File: src/rtl/dmem_responder_if.sv
`default_nettype none
// +--------------------------------------------------------------------------+
// | Interface : dmem_responder_if                                            |
// | Memory-stage data bus between the pipeline (master) and the data-memory  |
// | responder (slave): request, store data, load data and status.            |
// | Revision  : 1.0                                                          |
// +--------------------------------------------------------------------------+
interface dmem_responder_if;
  logic        MemReqM;
  logic        MemWriteM;
  logic [31:0] ALUOutM;
  logic [31:0] WriteDataM;
  logic [31:0] ReadDataM;
  logic        MemStallM;
  logic        MemAckM;
  logic        MemErrM;
  logic [7:0]  ErrCount;

  // Pipeline side: issues accesses, observes data and status
  modport master (
    output MemReqM, MemWriteM, ALUOutM, WriteDataM,
    input  ReadDataM, MemStallM, MemAckM, MemErrM, ErrCount
  );

  // Responder side
  modport slave (
    input  MemReqM, MemWriteM, ALUOutM, WriteDataM,
    output ReadDataM, MemStallM, MemAckM, MemErrM, ErrCount
  );
endinterface
`default_nettype wire

File: src/rtl/dmem_responder.sv
`default_nettype none
// +--------------------------------------------------------------------------+
// | Module    : dmem_responder                                               |
// | Word-addressed data memory on the M-stage bus. Accepts one load/store,   |
// | stalls the pipeline for LATENCY cycles, then acks with data and an error |
// | flag for misaligned/out-of-range addresses; errors are counted.          |
// | Revision  : 1.0                                                          |
// +--------------------------------------------------------------------------+
module dmem_responder #(
  parameter int DEPTH_LOG2 = 6,
  parameter int LATENCY    = 2
) (
  input  logic            clk,
  input  logic            reset,
  dmem_responder_if.slave bus
);

  localparam int         C_WORDS    = 2 ** DEPTH_LOG2;
  localparam logic [3:0] C_CNT_INIT = 4'(LATENCY - 1);

  localparam logic [1:0] S_IDLE = 2'd0;
  localparam logic [1:0] S_BUSY = 2'd1;
  localparam logic [1:0] S_DONE = 2'd2;

  logic [1:0]            state_q, state_d;
  logic [3:0]            cnt_q, cnt_d;
  logic [DEPTH_LOG2-1:0] idx_q, idx_d;
  logic [31:0]           data_q, data_d;
  logic                  write_q, write_d;
  logic                  err_q, err_d;
  logic [31:0]           rdata_q, rdata_d;
  logic [7:0]            errcnt_q, errcnt_d;

  logic [31:0]           mem_q [0:C_WORDS-1];

  logic                  w_req_err;
  logic                  w_enter_done;
  logic                  w_mem_we;

  // Any low address bit set (misaligned) or any bit above the index range
  // (word >= C_WORDS) makes the access an error.
  assign w_req_err = (|bus.ALUOutM[1:0]) | (|bus.ALUOutM[31:DEPTH_LOG2+2]);

  // Next-state: capture the request in IDLE, count down in BUSY, ack in DONE
  always_comb begin
    state_d = state_q;
    cnt_d   = cnt_q;
    idx_d   = idx_q;
    data_d  = data_q;
    write_d = write_q;
    err_d   = err_q;
    case (state_q)
      S_IDLE: begin
        if (bus.MemReqM) begin
          idx_d   = bus.ALUOutM[DEPTH_LOG2+1:2];
          data_d  = bus.WriteDataM;
          write_d = bus.MemWriteM;
          err_d   = w_req_err;
          cnt_d   = C_CNT_INIT;
          state_d = (LATENCY == 1) ? S_DONE : S_BUSY;
        end
      end
      S_BUSY: begin
        cnt_d = cnt_q - 4'd1;
        if (cnt_q == 4'd1) begin
          state_d = S_DONE;
        end
      end
      S_DONE: begin
        state_d = S_IDLE;
      end
      default: begin
        state_d = S_IDLE;
      end
    endcase
  end

  // The commit edge is the one entering DONE. The _d copies hold the live
  // request for a single-cycle access and the latched one otherwise.
  assign w_enter_done = (state_d == S_DONE) && (state_q != S_DONE);
  assign w_mem_we     = w_enter_done && write_d && !err_d;

  // Load data and error counter updates on the commit edge
  always_comb begin
    rdata_d  = rdata_q;
    errcnt_d = errcnt_q;
    if (w_enter_done) begin
      rdata_d = (write_d || err_d) ? 32'd0 : mem_q[idx_d];
      if (err_d && (errcnt_q != 8'hFF)) begin
        errcnt_d = errcnt_q + 8'd1;
      end
    end
  end

  // Control and status registers; reset aborts any access in flight
  always_ff @(posedge clk) begin
    if (reset) begin
      state_q  <= S_IDLE;
      cnt_q    <= 4'd0;
      idx_q    <= '0;
      data_q   <= 32'd0;
      write_q  <= 1'b0;
      err_q    <= 1'b0;
      rdata_q  <= 32'd0;
      errcnt_q <= 8'd0;
    end else begin
      state_q  <= state_d;
      cnt_q    <= cnt_d;
      idx_q    <= idx_d;
      data_q   <= data_d;
      write_q  <= write_d;
      err_q    <= err_d;
      rdata_q  <= rdata_d;
      errcnt_q <= errcnt_d;
    end
  end

  // Storage array: not cleared by reset; a store is dropped if reset hits
  always_ff @(posedge clk) begin
    if (!reset && w_mem_we) begin
      mem_q[idx_d] <= data_d;
    end
  end

  assign bus.MemStallM = !reset &&
                         (((state_q == S_IDLE) && bus.MemReqM) || (state_q == S_BUSY));
  assign bus.MemAckM   = (state_q == S_DONE);
  assign bus.MemErrM   = (state_q == S_DONE) && err_q;
  assign bus.ReadDataM = rdata_q;
  assign bus.ErrCount  = errcnt_q;

endmodule
`default_nettype wire

File: src/flat_wrapper.sv
// flat-port wrapper written by rule: the top's interface ports become plain ports
module dmem_responder_flat 
#(
  parameter int DEPTH_LOG2 = 6,
  parameter int LATENCY    = 2
)
  (clk, reset, bus_MemReqM, bus_MemWriteM, bus_ALUOutM, bus_WriteDataM, bus_ReadDataM, bus_MemStallM, bus_MemAckM, bus_MemErrM, bus_ErrCount);
  dmem_responder_if bus_i ();
  input  logic clk;
  input  logic reset;
  input wire logic [$bits(bus_i.MemReqM)-1:0] bus_MemReqM;
  input wire logic [$bits(bus_i.MemWriteM)-1:0] bus_MemWriteM;
  input wire logic [$bits(bus_i.ALUOutM)-1:0] bus_ALUOutM;
  input wire logic [$bits(bus_i.WriteDataM)-1:0] bus_WriteDataM;
  output wire logic [$bits(bus_i.ReadDataM)-1:0] bus_ReadDataM;
  output wire logic [$bits(bus_i.MemStallM)-1:0] bus_MemStallM;
  output wire logic [$bits(bus_i.MemAckM)-1:0] bus_MemAckM;
  output wire logic [$bits(bus_i.MemErrM)-1:0] bus_MemErrM;
  output wire logic [$bits(bus_i.ErrCount)-1:0] bus_ErrCount;
  assign bus_i.MemReqM = bus_MemReqM;
  assign bus_i.MemWriteM = bus_MemWriteM;
  assign bus_i.ALUOutM = bus_ALUOutM;
  assign bus_i.WriteDataM = bus_WriteDataM;
  assign bus_ReadDataM = bus_i.ReadDataM;
  assign bus_MemStallM = bus_i.MemStallM;
  assign bus_MemAckM = bus_i.MemAckM;
  assign bus_MemErrM = bus_i.MemErrM;
  assign bus_ErrCount = bus_i.ErrCount;
  dmem_responder #(.DEPTH_LOG2(DEPTH_LOG2), .LATENCY(LATENCY)) u_core (.clk(clk), .reset(reset), .bus(bus_i));
endmodule
File: config.mk
export PLATFORM = sky130hd
export DESIGN_NAME = dmem_responder_flat
export DESIGN_NICKNAME = d
export VERILOG_FILES = /design/src/rtl/dmem_responder_if.sv /design/src/rtl/dmem_responder.sv /design/src/flat_wrapper.sv
export SDC_FILE = /design/constraint.sdc
export NUM_CORES = 2
export LEC_CHECK = 0
export CAP_MARGIN = 20
export CORE_MARGIN = 2
export CORE_UTILIZATION = 23
export CTS_CLUSTER_SIZE = 28
export DETAILED_ROUTE_END_ITERATION = 10
export GPL_TIMING_DRIVEN = 0
export PLACE_DENSITY = 0.4
export SLEW_MARGIN = 30
export SYNTH_ARGS = -nofsm -noshare
export SYNTH_HDL_FRONTEND = slang
export SYNTH_SLANG_ARGS = --single-unit
File: constraint.sdc
create_clock -name clk -period 10.6 [get_ports clk]
set_input_delay 2.12 -clock clk [delete_from_list [all_inputs] [get_ports clk]]
set_output_delay 2.12 -clock clk [all_outputs]
set_load 0.005 [all_outputs]
==> results by stage <==
Final layout:
- Relative to the synthesized area, the layout overhead comes to 29.08%.
- Counting the fill cells in the layout gives roughly 33000.
- The total number of nets in the final design is 5249.
- Of the cells placed in the final design, the portion with a size suffix greater than 1 is 0.1844.

Timing:
- The remaining max-slew budget at the tightest pin is 0.1908.
- The total count of hold-check failures in the final report is 0.
- The final critical delay including setup and external delays is 7.137 ns.
- The slew at the pin closest to its max-slew limit is 1.204 ns.
- The final clock skew is 0.07230 ns.
- The post-route clock period utilization is 0.6733.
- The final hold slack is ~0.48 ns.
- The count of final setup violators is 0.
- Setup repair after global routing left no endpoint under its margin.
- The number of max-slew violations in the final report is 0.
- The fmax is 0.1401 GHz.

Run:
- The max-cap violation count is 0.

Clock tree:
- The hold buffer count at CTS is 0.
- In this run the clock root is driven by a clkbuf_16.
- The number of H-tree branching levels is 4.
- The maximum clock path buffer count is 3.
- Clock tree synthesis inserted a total of 229 buffers.
- Clock-pin slew was measured on the worst setup and hold paths at around 0.06 ns.
- The number of setup buffers added after CTS is 0.
- Post-CTS repair changed the size of 0 cells.
- The CTS tree is built.
- The clock drives 2134 sinks.
- The clock reaches the later pin of the worst-skew pair after approximately 0.9 ns.

Placement:
- The final HPWL from detailed placement is 288600 um.
- The routability-driven placement congestion ratio is ~0.84.
- The count of buffers from port buffering is 110.

Synthesis:
- Counting flops with an async set or reset pin after synthesis yields a share of 0.
- For this run, the register share of the synthesized area comes to 0.8113.
- Of the post-synthesis cell area, the dominant cell type holds 0.7892.
- Of the total synthesized cell area, the portion taken by full adders, half adders and majority gates is 0.0004817.
- The cell type with the largest total area after synthesis is edfxtp_1.
- edfxtp_1 is the most common cell in the netlist.
- Counting every instance in the synthesized netlist gives about 4500.
- Among all flip-flop cells after synthesis, the most frequent one is edfxtp_1.
- Yosys mapped a number of flops with a built-in enable equal to 2048.
- Of the total synthesized cell area, the portion taken by AND, OR, NAND and NOR gates is 0.04152.
- The largest family of logic cells by synthesized area is compound AO/OA/AOI/OAI gates.
- By count the netlist is led by 2048 x edfxtp_1, 673 x o22ai_1, 225 x nor2_1, 197 x nand2_1, 153 x o221ai_1.
- In this run, synthesis produced a sequential element count of about 2100.
- The fraction of the mapped netlist area in compound gates was 0.1189.
- In the post-synthesis netlist, the biggest area contributors are edfxtp_1 79%, o22ai_1 5.4%, dfxtp_1 2.2%.
- The average instance in the mapped netlist occupies 17.24 um^2.
- The number of nets in the synthesized netlist is about 4600.
- The area share of xor/xnor cells in the synthesized design is 0.0007867.
- The cell area that synthesis handed to floorplanning was just under 0.08 mm^2.
- For this run, the number of Yosys warnings is 0.
- Of the post-synthesis cell area, the part taken by muxes is 0.009922.
- After synthesis, the netlist uses 63 different library cells.

Power:
- Of the total power, the share spent switching nets is 0.2576.
- The sequential group share of total power is 0.495.
- The internal power component is 14.09 mW.
- The power share of the clock group is 0.405.
- The maximum resistive drop on vdd is 200.4 uV.
- The total power per unit cell area is 188.7 mW/mm^2.
- After layout, the design draws a total of 18.98 mW.
- The net switching power figure is around 5 mW.
- For this design the static power due to leakage is approximately 31 nW.
- Of the total power, combinational logic draws 0.099.

Route:
- For this block, the routed nets add up to 401200 um of wire.
- For this run, design rule violations remaining after detail routing come to 0.
- The final route contains 53612 vias.
- The post-detailed-route count of antenna-violating nets is 0.
- Dividing the detail-routed wire length by the instance count gives 40.55 um.
- After detailed routing, the number of vias per cell comes to 5.419.
- The first detailed-routing pass ran for 5 iterations.
- The initial detailed-routing violation count is 9184.

Worst setup path:
- The slowest stage of the critical path is the buf_2 cell.
- The cell seen most often among critical-path stages is buf_2.
- Broken down by cell family, the worst path's largest delay share belongs to buffers and inverters.
- The largest single stage delay on the critical path is 0.83 ns.
- The startpoint identified for the worst register-to-register timing path is u_core.state_q[0].
- Along the worst path, the maximum fanout reaches 10.
- The critical path data required time is between 10 and 15 ns.
- The critical path launch point is bus_ALUOutM[2].
- By startpoint and endpoint, the worst setup path is classified as in -> reg.
- Traced cell by cell, the critical path runs through clkdlybuf4s50_1 -> clkbuf_1 -> nand3_1 -> mux2_2 -> buf_2 -> buf_2 -> buf_2 -> clkbuf_2 -> o22ai_1 -> o31ai_1 -> o2111ai_2 -> o31ai_1.
- The signal arrival time at the worst endpoint is slightly below 8 ns.
- Counting both buffers and inverters, the worst setup path holds a total of 6.
- The critical path launch point type is a primary input.
- The worst setup path is captured at a register.

Die:
- The floorplan step defined a die boundary enclosing 0.3435 mm^2.
- The initial utilization of the core area, before any placement, comes to 0.2313.
- The placeable core region is approximately 0.34 mm^2.
- The horizontal extent of the die is 586.1 um.
- Measured along the y axis, the die boundary spans 586.1 um.
- The floorplan row count is 213.
- For this design the top-level I/O count stands at ~110.

GRT:
- The first-pass GRT wire length is ~510000 um.
- The number of antenna violations at the first check in global routing came to about 50.
- The pin count of the biggest net entering global routing is 65.
- In the global route stage, overall resource usage came out at 0.2270.
- The number of global-route vias before repair is 48809.
- The sum of overflow across all layers after global routing is 0.

Worst hold path:
- The worst hold path begins at u_core.write_q.
- In this run the worst hold path is classified as reg -> reg.

Outcome:
- The run finished with clean final reports.
## metal layers
layer	wire length, um	track usage	share of wire	vias up
met1	159700	0.3027	0.40	28713
met3	39700	0.04602	0.099	842
li1	-	-	-	20270
met5	72	0	0.00018	-
met2	178800	0.3516	0.45	3775
met4	22970	0.1106	0.057	12
## sequential cells by signal (all words and copies together) (netlist names)
signal / cells
u_core.bus.ErrCount: 8
u_core.bus.ReadDataM: 32
u_core.cnt_q: 4
u_core.data_q: 32
u_core.err_q: 1
u_core.idx_q: 6
u_core.mem_q: 2048
u_core.state_q: 2
u_core.write_q: 1
## cells by family after synthesis
group | after synthesis
flip-flops | 2134
AO/OA/AOI/OAI | 1321
AND/OR/NAND/NOR | 672
multiplexers | 73
XOR/XNOR | 7
buffers and inverters | 310
adder cells (fa/ha/maj) | 3
## worst reg2reg max path, cell delays in order, from the launching register on
cell	delay, ns
dfxtp_1	0.30
buf_6	0.13
or3b_1	0.36
buf_4	0.21
mux2_2	0.41
buf_2	0.34
buf_2	0.43
buf_2	0.84
clkbuf_2	0.70
o22ai_1	0.21
o31ai_1	0.74
o2111ai_2	0.60
o31ai_1	0.38
## layout make-up
cell class	count	area, um^2	share of cell area
antenna	15	37.54	0.0003732
buffer	301	1471	0.01463
clock buffer	297	6070	0.06034
clock inverter	120	918.4	0.009130
inverter	9	33.78	0.0003358
multi-input combinational	2076	14290	0.1420
sequential	2134	63220	0.6285
tap	4515	5649	0.05616
timing repair buffer	427	8904	0.08851
## layout by cell type, fill, tap and decap left out, types with 20 or more instances in the layout
cell type	netlist	final
buf_12	0	47
buf_4	12	22
edfxtp_1	2048	2048
o22a_1	139	139
clkinv_2	0	33
nand3_1	23	21
clkbuf_16	0	232
o31ai_1	101	100
nor2_1	225	155
o221ai_1	153	153
nor3_1	61	56
nor2_4	0	68
buf_8	0	20
o22ai_1	673	673
clkinv_1	0	62
buf_16	0	234
o2111ai_1	22	20
mux2i_1	57	51
a21oi_1	99	99
nand2_1	197	163
buf_2	79	126
clkdlybuf4s50_1	0	110
clkbuf_1	150	126
nand2_4	0	32
clkbuf_2	0	85
nor4_1	33	33
nand4b_1	42	42
dfxtp_1	86	86
## metrics by stage
stage          setup WS (ns)  std cells    util  instance area (um^2)  setup TNS [ns]
3_3_place_gp          -2.771       9145  0.2514                 84680        -2743.65
6_report               3.463       9894  0.2986                100600               0
4_1_cts                3.739       9878  0.2984                100500               0
2_1_floorplan          5.015       4520       -                 77930               0
5_1_grt                3.744       9879  0.2985                100600               0
3_5_place_dp           2.878       9461  0.2777                 93540               0
## power by group through the flow
stage	sequential, mW	clock [mW]	combinational, mW
CTS	9.40	7.72	1.83
global placement	9.63	0	1.62
global route	9.40	8.02	1.88
floorplan	9.58	0	0.680
finish	9.40	7.69	1.89
detailed placement	9.58	0	1.82
## path summary, 6_finish.rpt
check | end | slack, ns | depth (start not counted)
worst max-delay path | u_core.bus.ReadDataM[6] | 3.46 | 12
worst min-delay path | u_core.write_q | 0.48 | 2
worst max register to register | u_core.bus.ReadDataM[6] | 4.93 | 12
worst min register to register | u_core.write_q | 0.48 | 2
No activity file was read; power rests on OpenSTA's default activity.
